`src/rtl/cpu6_csr_ctrl_pkg.sv`:
```
// cpu6_csr_ctrl_pkg: shared definitions for the CSR access initiator.
//   - default datapath and CSR index widths
//   - Zicsr funct3 encodings, the ALU op type, and the controller FSM states
package cpu6_csr_ctrl_pkg;

  localparam int CPU6_XLEN     = 32;
  localparam int CPU6_CSR_SIZE = 12;

  // Zicsr funct3 encodings. The immediate forms set bit 2.
  localparam logic [2:0] CPU6_CSR_RW  = 3'b001;
  localparam logic [2:0] CPU6_CSR_RS  = 3'b010;
  localparam logic [2:0] CPU6_CSR_RC  = 3'b011;
  localparam logic [2:0] CPU6_CSR_RWI = 3'b101;
  localparam logic [2:0] CPU6_CSR_RSI = 3'b110;
  localparam logic [2:0] CPU6_CSR_RCI = 3'b111;

  // The low two funct3 bits select the operation. 00 is reserved.
  typedef enum logic [1:0] {
    CSR_OP_NONE = 2'b00,
    CSR_OP_RW   = 2'b01,
    CSR_OP_RS   = 2'b10,
    CSR_OP_RC   = 2'b11
  } csr_op_t;

  typedef enum logic [2:0] {
    CPU6_CSRC_IDLE  = 3'd0,
    CPU6_CSRC_READ  = 3'd1,
    CPU6_CSRC_WRITE = 3'd2,
    CPU6_CSRC_RESP  = 3'd3,
    CPU6_CSRC_ERR   = 3'd4
  } csrc_state_t;

  function automatic csr_op_t csr_op_of(input logic [2:0] funct3);
    return csr_op_t'(funct3[1:0]);
  endfunction

endpackage

```
`src/rtl/cpu6_csr_ctrl_alu.sv`:
```
// cpu6_csr_ctrl_alu: combinational read-modify-write for Zicsr.
//   op      in  csr operation (RW / RS / RC)
//   old_val in  CSR value read in the READ cycle
//   src     in  rs1 value or zero-extended zimm
//   new_val out value to write back
module cpu6_csr_ctrl_alu
  import cpu6_csr_ctrl_pkg::*;
#(
  parameter int XLEN = CPU6_XLEN
) (
  input  csr_op_t         op,
  input  logic [XLEN-1:0] old_val,
  input  logic [XLEN-1:0] src,
  output logic [XLEN-1:0] new_val
);

  always_comb begin
    new_val = '0;
    case (op)
      CSR_OP_RW: new_val = src;
      CSR_OP_RS: new_val = old_val | src;
      CSR_OP_RC: new_val = old_val & ~src;
      default:   new_val = '0;
    endcase
  end

endmodule

```
`src/rtl/cpu6_csr_ctrl.sv`:
```
// cpu6_csr_ctrl: initiator side of the CSR access interface.
// Takes one Zicsr instruction from execute, reads the CSR, writes the
// modified value and returns the old value for rd writeback.
//   clk, reset               clock, synchronous active-high reset
//   ex_valid/ex_ready        instruction handshake from execute
//   ex_funct3/csr_idx/rs1_*  instruction fields and rs1 value
//   ex_rd_idx                destination register
//   flush                    kill in-flight instruction
//   csr_rd_en/csr_wr_en      strobes to CSR file, csr_idx/csr_write_dat
//   csr_read_dat             combinational read data from CSR file
//   wb_valid/wb_rd_idx/wb_dat writeback of old CSR value
//   illegal                  reserved funct3 pulse
module cpu6_csr_ctrl
  import cpu6_csr_ctrl_pkg::*;
#(
  parameter int XLEN   = CPU6_XLEN,
  parameter int CSR_AW = CPU6_CSR_SIZE
) (
  input  logic              clk,
  input  logic              reset,
  input  logic              ex_valid,
  output logic              ex_ready,
  input  logic [2:0]        ex_funct3,
  input  logic [CSR_AW-1:0] ex_csr_idx,
  input  logic [4:0]        ex_rs1_idx,
  input  logic [XLEN-1:0]   ex_rs1_dat,
  input  logic [4:0]        ex_rd_idx,
  input  logic              flush,
  output logic              csr_rd_en,
  output logic              csr_wr_en,
  output logic [CSR_AW-1:0] csr_idx,
  input  logic [XLEN-1:0]   csr_read_dat,
  output logic [XLEN-1:0]   csr_write_dat,
  output logic              wb_valid,
  output logic [4:0]        wb_rd_idx,
  output logic [XLEN-1:0]   wb_dat,
  output logic              illegal
);

  csrc_state_t       state;
  csr_op_t           op_r;
  logic [CSR_AW-1:0] idx_r;
  logic [4:0]        rd_r;
  logic [4:0]        fld_r;   // rs1 index or zimm; drives the write decision
  logic [XLEN-1:0]   src_r;
  logic [XLEN-1:0]   old_r;
  logic [XLEN-1:0]   alu_out;

  logic accept, is_rw, do_rd, do_wr;

  assign ex_ready = (state == CPU6_CSRC_IDLE) & ~flush & ~reset;
  assign accept   = ex_valid & ex_ready;

  assign is_rw = (op_r == CSR_OP_RW);
  assign do_rd = ~(is_rw & (rd_r == 5'd0));
  // Tested on the field, not the register value: CSRRS with a nonzero
  // rs1 that holds zero still writes.
  assign do_wr = is_rw | (fld_r != 5'd0);

  always_ff @(posedge clk) begin
    if (reset) begin
      state <= CPU6_CSRC_IDLE;
      op_r  <= CSR_OP_NONE;
      idx_r <= '0;
      rd_r  <= '0;
      fld_r <= '0;
      src_r <= '0;
      old_r <= '0;
    end else begin
      case (state)
        CPU6_CSRC_IDLE: if (accept) begin
          op_r  <= csr_op_of(ex_funct3);
          idx_r <= ex_csr_idx;
          rd_r  <= ex_rd_idx;
          fld_r <= ex_rs1_idx;
          src_r <= ex_funct3[2] ? {{(XLEN-5){1'b0}}, ex_rs1_idx} : ex_rs1_dat;
          state <= (ex_funct3[1:0] == 2'b00) ? CPU6_CSRC_ERR : CPU6_CSRC_READ;
        end
        CPU6_CSRC_READ: begin
          old_r <= do_rd ? csr_read_dat : '0;
          state <= flush ? CPU6_CSRC_IDLE : CPU6_CSRC_WRITE;
        end
        CPU6_CSRC_WRITE: state <= flush ? CPU6_CSRC_IDLE : CPU6_CSRC_RESP;
        CPU6_CSRC_RESP:  state <= CPU6_CSRC_IDLE;
        CPU6_CSRC_ERR:   state <= CPU6_CSRC_IDLE;
        default:         state <= CPU6_CSRC_IDLE;
      endcase
    end
  end

  cpu6_csr_ctrl_alu #(.XLEN(XLEN)) u_alu (
    .op      (op_r),
    .old_val (old_r),
    .src     (src_r),
    .new_val (alu_out)
  );

  // Strobes decode from the registered state. flush gates the write so the
  // exception that raised it owns the CSR file that cycle; reset gates
  // everything so no partial access survives once reset is seen.
  always_comb begin
    csr_rd_en     = (state == CPU6_CSRC_READ) & do_rd & ~reset;
    csr_wr_en     = (state == CPU6_CSRC_WRITE) & do_wr & ~flush & ~reset;
    csr_idx       = (csr_rd_en | csr_wr_en) ? idx_r : '0;
    csr_write_dat = csr_wr_en ? alu_out : '0;
    wb_valid      = (state == CPU6_CSRC_RESP) & (rd_r != 5'd0) & ~flush & ~reset;
    wb_rd_idx     = wb_valid ? rd_r : '0;
    wb_dat        = wb_valid ? old_r : '0;
    illegal       = (state == CPU6_CSRC_ERR) & ~reset;
  end

endmodule

```
`config.mk`:
```
export PLATFORM = sky130hd
export DESIGN_NAME = cpu6_csr_ctrl
export DESIGN_NICKNAME = d
export VERILOG_FILES = /design/src/rtl/cpu6_csr_ctrl_pkg.sv /design/src/rtl/cpu6_csr_ctrl_alu.sv /design/src/rtl/cpu6_csr_ctrl.sv
export SDC_FILE = /design/constraint.sdc
export NUM_CORES = 1
export LEC_CHECK = 0
export ABC_AREA = 1
export BUFFER_PORTS_ARGS = -buffer_cell sky130_fd_sc_hd__buf_2
export CORE_ASPECT_RATIO = 0.8
export CORE_MARGIN = 2
export CORE_UTILIZATION = 30
export DETAILED_ROUTE_END_ITERATION = 16
export PLACE_DENSITY = 0.51
export SLEW_MARGIN = 10
export SYNTH_ARGS = -nofsm -noshare
export SYNTH_HDL_FRONTEND = slang
export SYNTH_HIERARCHICAL = 1
export SYNTH_SLANG_ARGS = --single-unit
```
`constraint.sdc`:
```
create_clock -name clk -period 3.74 [get_ports clk]
set_clock_uncertainty 0.1 [all_clocks]
set_input_delay 1.122 -clock clk [delete_from_list [all_inputs] [get_ports clk]]
set_output_delay 1.122 -clock clk [all_outputs]
set_load 0.02 [all_outputs]
```
==> results.yml, run 1 <==
status:
  status: "completed"
yosys:
  ys_ff_latch: 91
  synth_cell_types: 22
  syn_avg_cell_area_um2: 6.058
  netlist_area_um2: 4907
  ys_warn_count: 6
  ys_seq_area_share_pct: 37.12
  synth.net_count: 903
  syn_inst: 810
worst_setup_path:
  reg2reg_depth: 7
  cp-end-kind: "output pin"
  cp-start-kind: "input pin"
  crit_fanout: 10
  r2r_end: "src_r[0]"
  required_ps: 2520
  r2r_start: "state[1]"
  worstSetupEndpoint: "csr_idx[11]"
  critPathLaunch: "flush"
  worstPathCellList: "buf_2, nor2_2, nand3_1, nor2_1, nand2_4, buf_4, a21oi_1, buf_2"
  cpPeakStageDelay_ps: 220
  r2r_slack_ps: 1870
  critPathSlowestCell: "nor2_1"
  cp_common_cell: "buf_2"
  path_class: "input pin to output pin"
  arrival_ps: 2330
floorplanning:
  die_y_um: 118.4
  initial_utilization_pct: 30.86
  fp.dieArea_um2: 17400
  num_rows: 41
  io_pins: 179
  fp.dieW_um: 147.0
  core-area_um2: 15900
pwr:
  p_seq_share_pct: 48.8
  swShare_pct: 27.28
  finalPower_mw: 2.161
  switchingPower_mw: 0.5895
  internal_power_mw: 1.571
  vdd_drop_max_mv: 0.2098
  p_comb_share_pct: 12.6
  p_leak_nw: 3.074
  powerDensity_nw_per_um2: 352.4
  power_frac_clock_pct: 38.6
placement:
  io_buffers: 178
  dp_hpwl_um: 10080
  dpl-instance-area_um2: 5856
  gp_congestion: 0.8084
timing:
  max_freq_mhz: 281.4
  min_period_over_period_pct: 95.02
  maxSlewHeadroom_pct: 19.05
  final_hold_viol_count: 0
  fin_crit_ps: 3554
  tightest_slew_ps: 1213
  setup_viol_count_final: 0
  fin_setup_tns_ps: 0
  maxSlewViolCount: 0
  grt_setup_unrepaired: "false"
global_routing:
  gr-total-overflow: 0
  grt_usage_pct: 17.54
  grt_max_degree: 89
  grt_pass1_wl_um: 24760
  antenna_found_initial: 1
  grt_pass1_vias: 4725
cts:
  cts-root-buf: "clkbuf_16"
  h-tree-depth: 3
  cts_num_sinks: 91
  clk_latency_ps: 330
  cts_hold_buffers: 0
  cts_tree: "yes"
  cts_buffers: 9
  clk_pin_slew_ps: 60
  clockBufferDepth: 2
detailed_routing:
  drt_iter0_drc: 262
  via_per_inst: 4.335
  first_pass_iters: 4
  vias: 5120
  wirelength_um: 15160
  remaining_drc_errors: 0
  final_antenna_net_count: 0
  wl_per_cell_um: 12.84
hold_path:
  worstHoldPathType: "register to register"
layout:
  design_area_um2: 6132
  finalNetCount: 1054
  syn2layout_area_growth_pct: 24.96
  diodes: 0
  drive_above_1_share_pct: 22.26
  nFillCells: 1849
job:
  cap_violations: 0
## synth_stat cells (all sizes together)
cell,instances,area share (%)
o21ai,94,9.6
clkinv,1,0.10
buf,29,4.7
inv,159,12
a21oi,13,1.3
nand3,69,7.0
nor2,250,19
nand2,78,6.3
nor3,4,0.51
clkbuf,20,1.5
dfxtp,91,37
nand4,2,0.25
## registers in the layout, summed over array words and instances, names as in the netlist
register	count
state	3
fld_r	5
op_r	2
rd_r	5
old_r	32
idx_r	12
src_r	32
## through the flow
| stage | util (%) | hold slack (ps) | instances | worst slack [ps] |
|---|---|---|---|---|
| floorplan | - | 354.0 | 810 | 432.8 |
| global placement | 36.82 | 367.7 | 1164 | 123.5 |
| detailed placement | 36.82 | 372.5 | 1164 | 16.75 |
| CTS | 38.48 | 387.1 | 1180 | 17.03 |
| global route | 38.56 | 414.6 | 1181 | 84.58 |
| finish | 38.56 | 380.4 | 1181 | 186.4 |
## critical path, delay by kind of cell
kind                   cells  cell delay [ps]
AOI/OAI and AO/OA          1              140
buffers and inverters      3              480
and+or+nand+nor            4              580
## power groups by stage
stage	logic (mW)	clock network (mW)	registers, mW
2_1_floorplan	0.188	0	1.07
3_3_place_gp	0.275	0	1.08
3_5_place_dp	0.274	0	1.08
4_1_cts	0.275	0.863	1.05
5_1_grt	0.316	0.912	1.06
6_report	0.272	0.835	1.05
## routing by layer
layer  vias up  routed length, um  track usage, %
met4         2                 79           3.065
met1      2252               7929           25.29
met3         9                757           3.514
met2       138               6383           27.38
met5         -                 11               0
li1       2719                  -               -
## timing repair
action                     in CTS  in global routing
gates resized for setup         0                  1
setup endpoints to repair       0                 34
buffers inserted                0                  1
## layout make-up
cell class | instances | area [um^2] | share of cell area (%)
timing repair buffer | 189 | 985.9 | 16.08
clock inverter | 4 | 27.53 | 0.4489
tap | 215 | 269.0 | 4.387
sequential | 91 | 1822 | 29.71
inverter | 160 | 601.8 | 9.814
multi-input combinational | 510 | 2190 | 35.71
clock buffer | 12 | 236.5 | 3.856
## how the worst min path moves through the flow
stage	to	slack, ps	from	cells after the start
after floorplan	idx_r[6]	350	idx_r[6]	2
after global placement	idx_r[6]	370	idx_r[6]	2
after detailed placement	idx_r[3]	370	idx_r[3]	2
after CTS	idx_r[3]	390	idx_r[3]	2
after global routing	fld_r[0]	410	fld_r[0]	2
final	idx_r[3]	380	idx_r[3]	2
## cells by family after synthesis
kind of cell,synth area share [%]
flops,37.12
buf+inv,18.46
simple gates,33.50
compound gates,10.91
## layout by cell type (no fill, tap or decap), types with 3 or more instances in the layout
master,n
buf_4,10
buf_2,178
nor2_1,247
nand2_4,3
nand2_1,75
a21oi_1,13
inv_1,155
o21ai_0,85
clkinvlp_4,3
clkbuf_1,3
inv_2,4
nor3_1,3
o21ai_1,9
clkbuf_16,9
nand3_1,68
dfxtp_1,91
Note: power is estimated with default switching activity, not from simulation.
==> run 2, diff against run 1 <==
Settings changed: GPL_ROUTABILITY_DRIVEN from default to 1, RECOVER_POWER from default to 25.
==> run 2 against run 1 <==
  * The run now ends with capacitance limit, slew limit left
  * First-iteration DRC count rose by 7.3%
  * Final area decreased by 0.27%
  * Worst hold slack about the same
  * Combinational power barely moved
  * Flip-flop and latch count unchanged
  * Fmax down 1.3%
  * Count of clock-buffer cells in the layout stayed put
  * Via count decreased by 0.31%
  * Routed wire length up 0.25%
==> results.yml, run 2 (synthesis gave the netlist of run 1 again) <==
pwr:
  vdd_drop_max_mv: 0.2093
  powerDensity_nw_per_um2: 353.0
  finalPower_mw: 2.159
  p_leak_nw: 3.064
layout:
  stdcell_count: 1181
  layout_common_cells: "nor2_1, buf_2, inv_1, dfxtp_1, o21ai_0"
  drive_above_1_share_pct: 21.84
  final_common_cell: "nor2_1"
  syn2layout_area_growth_pct: 24.63
  final_util_pct: 38.46
  finalNetCount: 1054
  diodes: 0
  top_regs: "old_r x32, src_r x32, idx_r x12"
hold_path:
  min-delay-start: "idx_r[3]"
  worstHoldPathType: "register to register"
  whs_path_depth: 2
  min_to: "idx_r[3]"
placement:
  place_inst: 1164
  io_buffers: 178
  dp_hpwl_um: 10080
  gp_congestion: 0.8084
worst_setup_path:
  reg2reg_depth: 7
  required_ps: 2520
  r2r_start: "state[2]"
  cp-end-kind: "output pin"
  r2r_slack_ps: 1620
  cp-start-kind: "input pin"
  arrival_ps: 2380
  r2r_end: "src_r[22]"
  crit_fanout: 10
  path_class: "input pin to output pin"
floorplanning:
  fp.dieArea_um2: 17400
  num_rows: 41
  io_pins: 179
  initial_utilization_pct: 30.86
  fp.dieW_um: 147.0
  core-area_um2: 15900
  die_y_um: 118.4
timing:
  min_period_over_period_pct: 96.22
  final_hold_viol_count: 0
  tightest_slew_ps: 1705
  maxSlewViolCount: 89
  setup_viol_count_final: 0
  max_freq_mhz: 277.9
  maxSlewHeadroom_pct: -13.68
  fin_setup_tns_ps: 0
  fin_crit_ps: 3599
  grt_setup_unrepaired: "false"
cts:
  cts-root-buf: "clkbuf_16"
  cts_num_sinks: 91
  h-tree-depth: 3
  clk_latency_ps: 330
  cts_tree: "yes"
  clk_pin_slew_ps: 60
  clockBufferDepth: 2
  cts_buffers: 9
detailed_routing:
  via_per_inst: 4.322
  wl_per_cell_um: 12.87
  final_antenna_net_count: 0
  remaining_drc_errors: 0
  first_pass_iters: 5
  vias: 5104
  drt_iter0_drc: 281
  wirelength_um: 15200
global_routing:
  grt_usage_pct: 17.54
  grt_max_degree: 89
  grt_pass1_wl_um: 24760
  gr-total-overflow: 0
  grt_pass1_vias: 4725
  antenna_found_initial: 1
status:
  status: "finished with violations"
  violations: "capacitance limit, slew limit"
job:
  cap_violations: 1
## run 2: changes by cell type in the layout (fill, tap and decap cells not counted), sizes merged
cell,delta
clkbuf,+3
buf,-3
## run 2: through the flow
step	hold slack [ps]	worst slack [ps]	area, um^2
CTS	387.1	17.03	6120
detailed placement	372.5	16.75	5856
global placement	367.7	123.5	5856
finish	380.7	141.2	6116
global route	414.6	54.62	6116
floorplan	354.0	432.8	4907
## run 2: how the worst max path moves through the flow
stage / from / end / slack [ps] / cells after the start
final: flush / csr_idx[11] / 140 / 8
after global routing: flush / csr_idx[11] / 50 / 8
after CTS: flush / csr_write_dat[10] / 20 / 8
after detailed placement: flush / csr_write_dat[10] / 20 / 8
after global placement: flush / csr_idx[5] / 120 / 8
after floorplan: flush / csr_idx[10] / 430 / 6
## run 2: layout make-up
class / instances / area [um^2]
Fill cell: 1855 / 9787
Multi-Input combinational cell: 510 / 2180
Sequential cell: 91 / 1822
Timing Repair Buffer: 189 / 979.7
Inverter: 160 / 601.8
Tap cell: 215 / 269.0
Clock buffer: 12 / 236.5
Clock inverter: 4 / 27.53
## run 2: critical path: stages
cell     delay [ps]
buf_2           110
nor2_1          140
nand3_1         130
nor2_1          220
nand2_4         140
buf_4           200
a21oi_1         140
buf_2           170
## run 2: power by group
group	switching (mW)	internal (mW)
sequential	0.0349	1.02
clock	0.383	0.451
combinational	0.170	0.102
total	0.587	1.57
## run 2: repair_timing
action / in CTS / in global routing
gates resized for setup: 0 / 1
setup endpoints to repair: 0 / 34
buffers inserted: 0 / 1
hold buffers: 0 / 0
## run 2: metal layers
layer | share of wire, % | global-route usage, % | vias to the layer above
li1 | - | - | 2719
met1 | 52 | 25.29 | 2242
met2 | 42 | 27.38 | 134
met3 | 5.5 | 3.514 | 7
met4 | 0.42 | 3.065 | 2
met5 | 0.072 | 0 | -
==> run 3, diff against run 2 <==
Settings changed: PLACE_DENSITY 0.51 to 0.52, SYNTH_HIERARCHICAL 1 to default.
==> run 3 against run 2 <==
  * The run still ends with capacitance limit, slew limit left
  * Utilization is 0.39 points higher
  * Worst setup slack better by 130 ps
  * Worst hold slack hardly changed
  * Global-route usage is 0.20 points higher
  * Cell count is 10% lower
  * Count of clock-buffer cells in the layout is 1 lower
  * Synthesized cell count is 12% lower
  * Register-to-register slack hardly changed
  * Clock power is 5.4% higher
  * Critical path depth stayed put
  * Routed wire length is 7.4% lower
  * Largest cell class unchanged
  * Largest power group unchanged
  * Highest routed layer unchanged
==> results.yml, run 3 <==
hold_path:
  min-delay-start: "idx_r[0]"
  worstHoldPathType: "register to register"
layout:
  nFillCells: 1667
  multi_input_area_um2: 1977
  final_common_cell: "nor2_1"
  syn2layout_area_growth_pct: 27.63
  design_area_um2: 5774
  layout_common_cells: "nor2_1, buf_2, inv_1, dfxtp_1, o21ai_0"
  area.sequential_um2: 1822
  diodes: 0
  finalNetCount: 957
  drive_above_1_share_pct: 24.05
  top_regs: "old_r x32, src_r x32, idx_r x12"
detailed_routing:
  via_per_inst: 4.470
  vias: 4729
  first_pass_iters: 4
  wl_per_cell_um: 13.31
  remaining_drc_errors: 0
  final_antenna_net_count: 0
  wirelength_um: 14080
  drt_iter0_drc: 244
placement:
  preCtsSetupSlack_ps: 244.3
  dpl-instance-area_um2: 5492
  io_buffers: 178
  gp_congestion: 0.7588
  dp_hpwl_um: 9514
cts:
  cts_setup_buffers: 0
  clockBufferDepth: 2
  clk_pin_slew_ps: 60
  cts_num_sinks: 91
  cts_buffers: 9
  cts_tree: "yes"
  cts_hold_buffers: 0
  clk_latency_ps: 340
  post_cts_resized: 0
  h-tree-depth: 3
  cts-root-buf: "clkbuf_16"
floorplanning:
  num_rows: 40
  initial_utilization_pct: 30.44
  fp.dieW_um: 141.3
  io_pins: 179
  die_y_um: 113.8
  core-area_um2: 14860
  fp.dieArea_um2: 16090
worst_setup_path:
  cp-start-kind: "input pin"
  arrival_ps: 2250
  cp.buffers_inverters: 3
  path_class: "input pin to output pin"
  critPathSlowestCell: "buf_4"
  cp-end-kind: "output pin"
  crit_fanout: 23
  required_ps: 2520
  critPathLaunch: "flush"
  cpPeakStageDelay_ps: 220
  worstPathCellList: "clkbuf_1, nor2_1, nand3_1, nor2_1, nand2_2, buf_4, a21oi_1, buf_2"
  cp_common_cell: "nor2_1"
  cpLargestDelayFamily: "buffers and inverters"
  r2r_start: "state[0]"
yosys:
  synth_cell_types: 21
  synth_most_common_cell: "nor2_1"
  yosys-top-cells-count: "nor2_1, inv_1, dfxtp_1"
  ys_seq_area_share_pct: 40.27
  syn_inst: 711
  ys_warn_count: 0
  ys.flop_type: "dfxtp_1"
  netlist_area_um2: 4524
  syn_avg_cell_area_um2: 6.363
  yosys-top-cells-area: "dfxtp_1, nor2_1, inv_1"
  synth_edf_count: 0
  yosysTopAreaCell: "dfxtp_1"
  synth-async-reset-ratio_pct: 0
  ys_ff_latch: 91
  synth.net_count: 804
  synth_top_area_share_pct: 40.27
pwr:
  powerDensity_nw_per_um2: 379.9
  p_leak_nw: 2.712
  vdd_drop_max_mv: 0.2202
global_routing:
  gr-total-overflow: 0
  grt_usage_pct: 17.74
  grt_max_degree: 89
  antenna_found_initial: 1
  grt.busiest_layer: "met2"
  grtUsageMet1_pct: 24.65
  grt.met2_usage_pct: 27.48
  grt_pass1_vias: 4405
  grt.met3_usage_pct: 4.450
  grt_pass1_wl_um: 22470
timing:
  fin_crit_ps: 3472
  grt_setup_unrepaired: "false"
  worst_slack_ps: 268.1
  maxSlewHeadroom_pct: -13.96
  min_period_over_period_pct: 92.83
  final_hold_viol_count: 0
  maxSlewViolCount: 89
  tightest_slew_ps: 1709
  setup_viol_count_final: 0
  max_freq_mhz: 288.0
  fin_setup_tns_ps: 0
status:
  violations: "capacitance limit, slew limit"
  status: "finished with violations"
job:
  cap_violations: 1
run 3: changes by cell type in the layout (fill, tap and decap cells not counted), moves of 30 or more:
cell / before / now
nand2_1: 76 / 14
a21oi_1: 13 / 45
nand3_1: 68 / 36
nor2_1: 248 / 216
nor3_1: 3 / 34
inv_1: 156 / 126
run 3: report_power, final:
part | internal [mW] | switching [mW] | leakage [nW] | total (mW)
sequential | 1.02 | 0.0315 | 0.741 | 1.05
combinational | 0.100 | 0.164 | 1.83 | 0.264
clock | 0.488 | 0.391 | 0.138 | 0.879
run 3: layer usage:
| metal | up-vias | share of wire [%] |
|---|---|---|
| li1 | 2502 | - |
| met1 | 2084 | 51 |
| met2 | 131 | 43 |
| met3 | 10 | 5.7 |
| met4 | 2 | 0.65 |
| met5 | - | 0.092 |
run 3: final timing paths:
path / end / slack [ps] / depth (start not counted)
hold reg to reg: idx_r[0] / 380 / 2
setup reg to reg: src_r[26] / 1630 / 7
setup / recovery: csr_idx[7] / 270 / 8
hold / removal: idx_r[0] / 380 / 2
run 3: area by class of cell:
type	instances	share of cell area, %
Sequential cell	91	31.55
Inverter	127	8.277
Tap cell	189	4.095
Clock inverter	5	0.6501
Multi-Input combinational cell	447	34.24
Timing Repair Buffer	188	16.81
Clock buffer	11	4.377
run 3: cell families (layout without fill, tap and decap cells):
| kind of cell | after synthesis | in the layout | synth area share (%) |
|---|---|---|---|
| flops | 91 | 91 | 40.27 |
| compound gates | 139 | 139 | 15.38 |
| simple gates | 308 | 308 | 28.32 |
| buf+inv | 173 | 331 | 16.04 |
run 3: per-stage QoR:
step | util [%] | power (mW) | hold WS (ps) | std cells
after floorplan | - | 1.236 | 353.1 | 711
after global placement | 36.94 | 1.339 | 364.9 | 1042
after detailed placement | 36.94 | 1.339 | 371.1 | 1042
after CTS | 38.90 | 2.234 | 384.9 | 1058
after global routing | 38.85 | 2.304 | 407.7 | 1058
final | 38.85 | 2.193 | 380.5 | 1058
run 3: worst register-to-register path: stages, from the launching register on:
cell and delay [ps]:
dfxtp_1 310, inv_1 110, nand2_1 120, nor2_4 150, nand2_4 50, clkbuf_2 600, o21ai_0 490, nor2_1 60
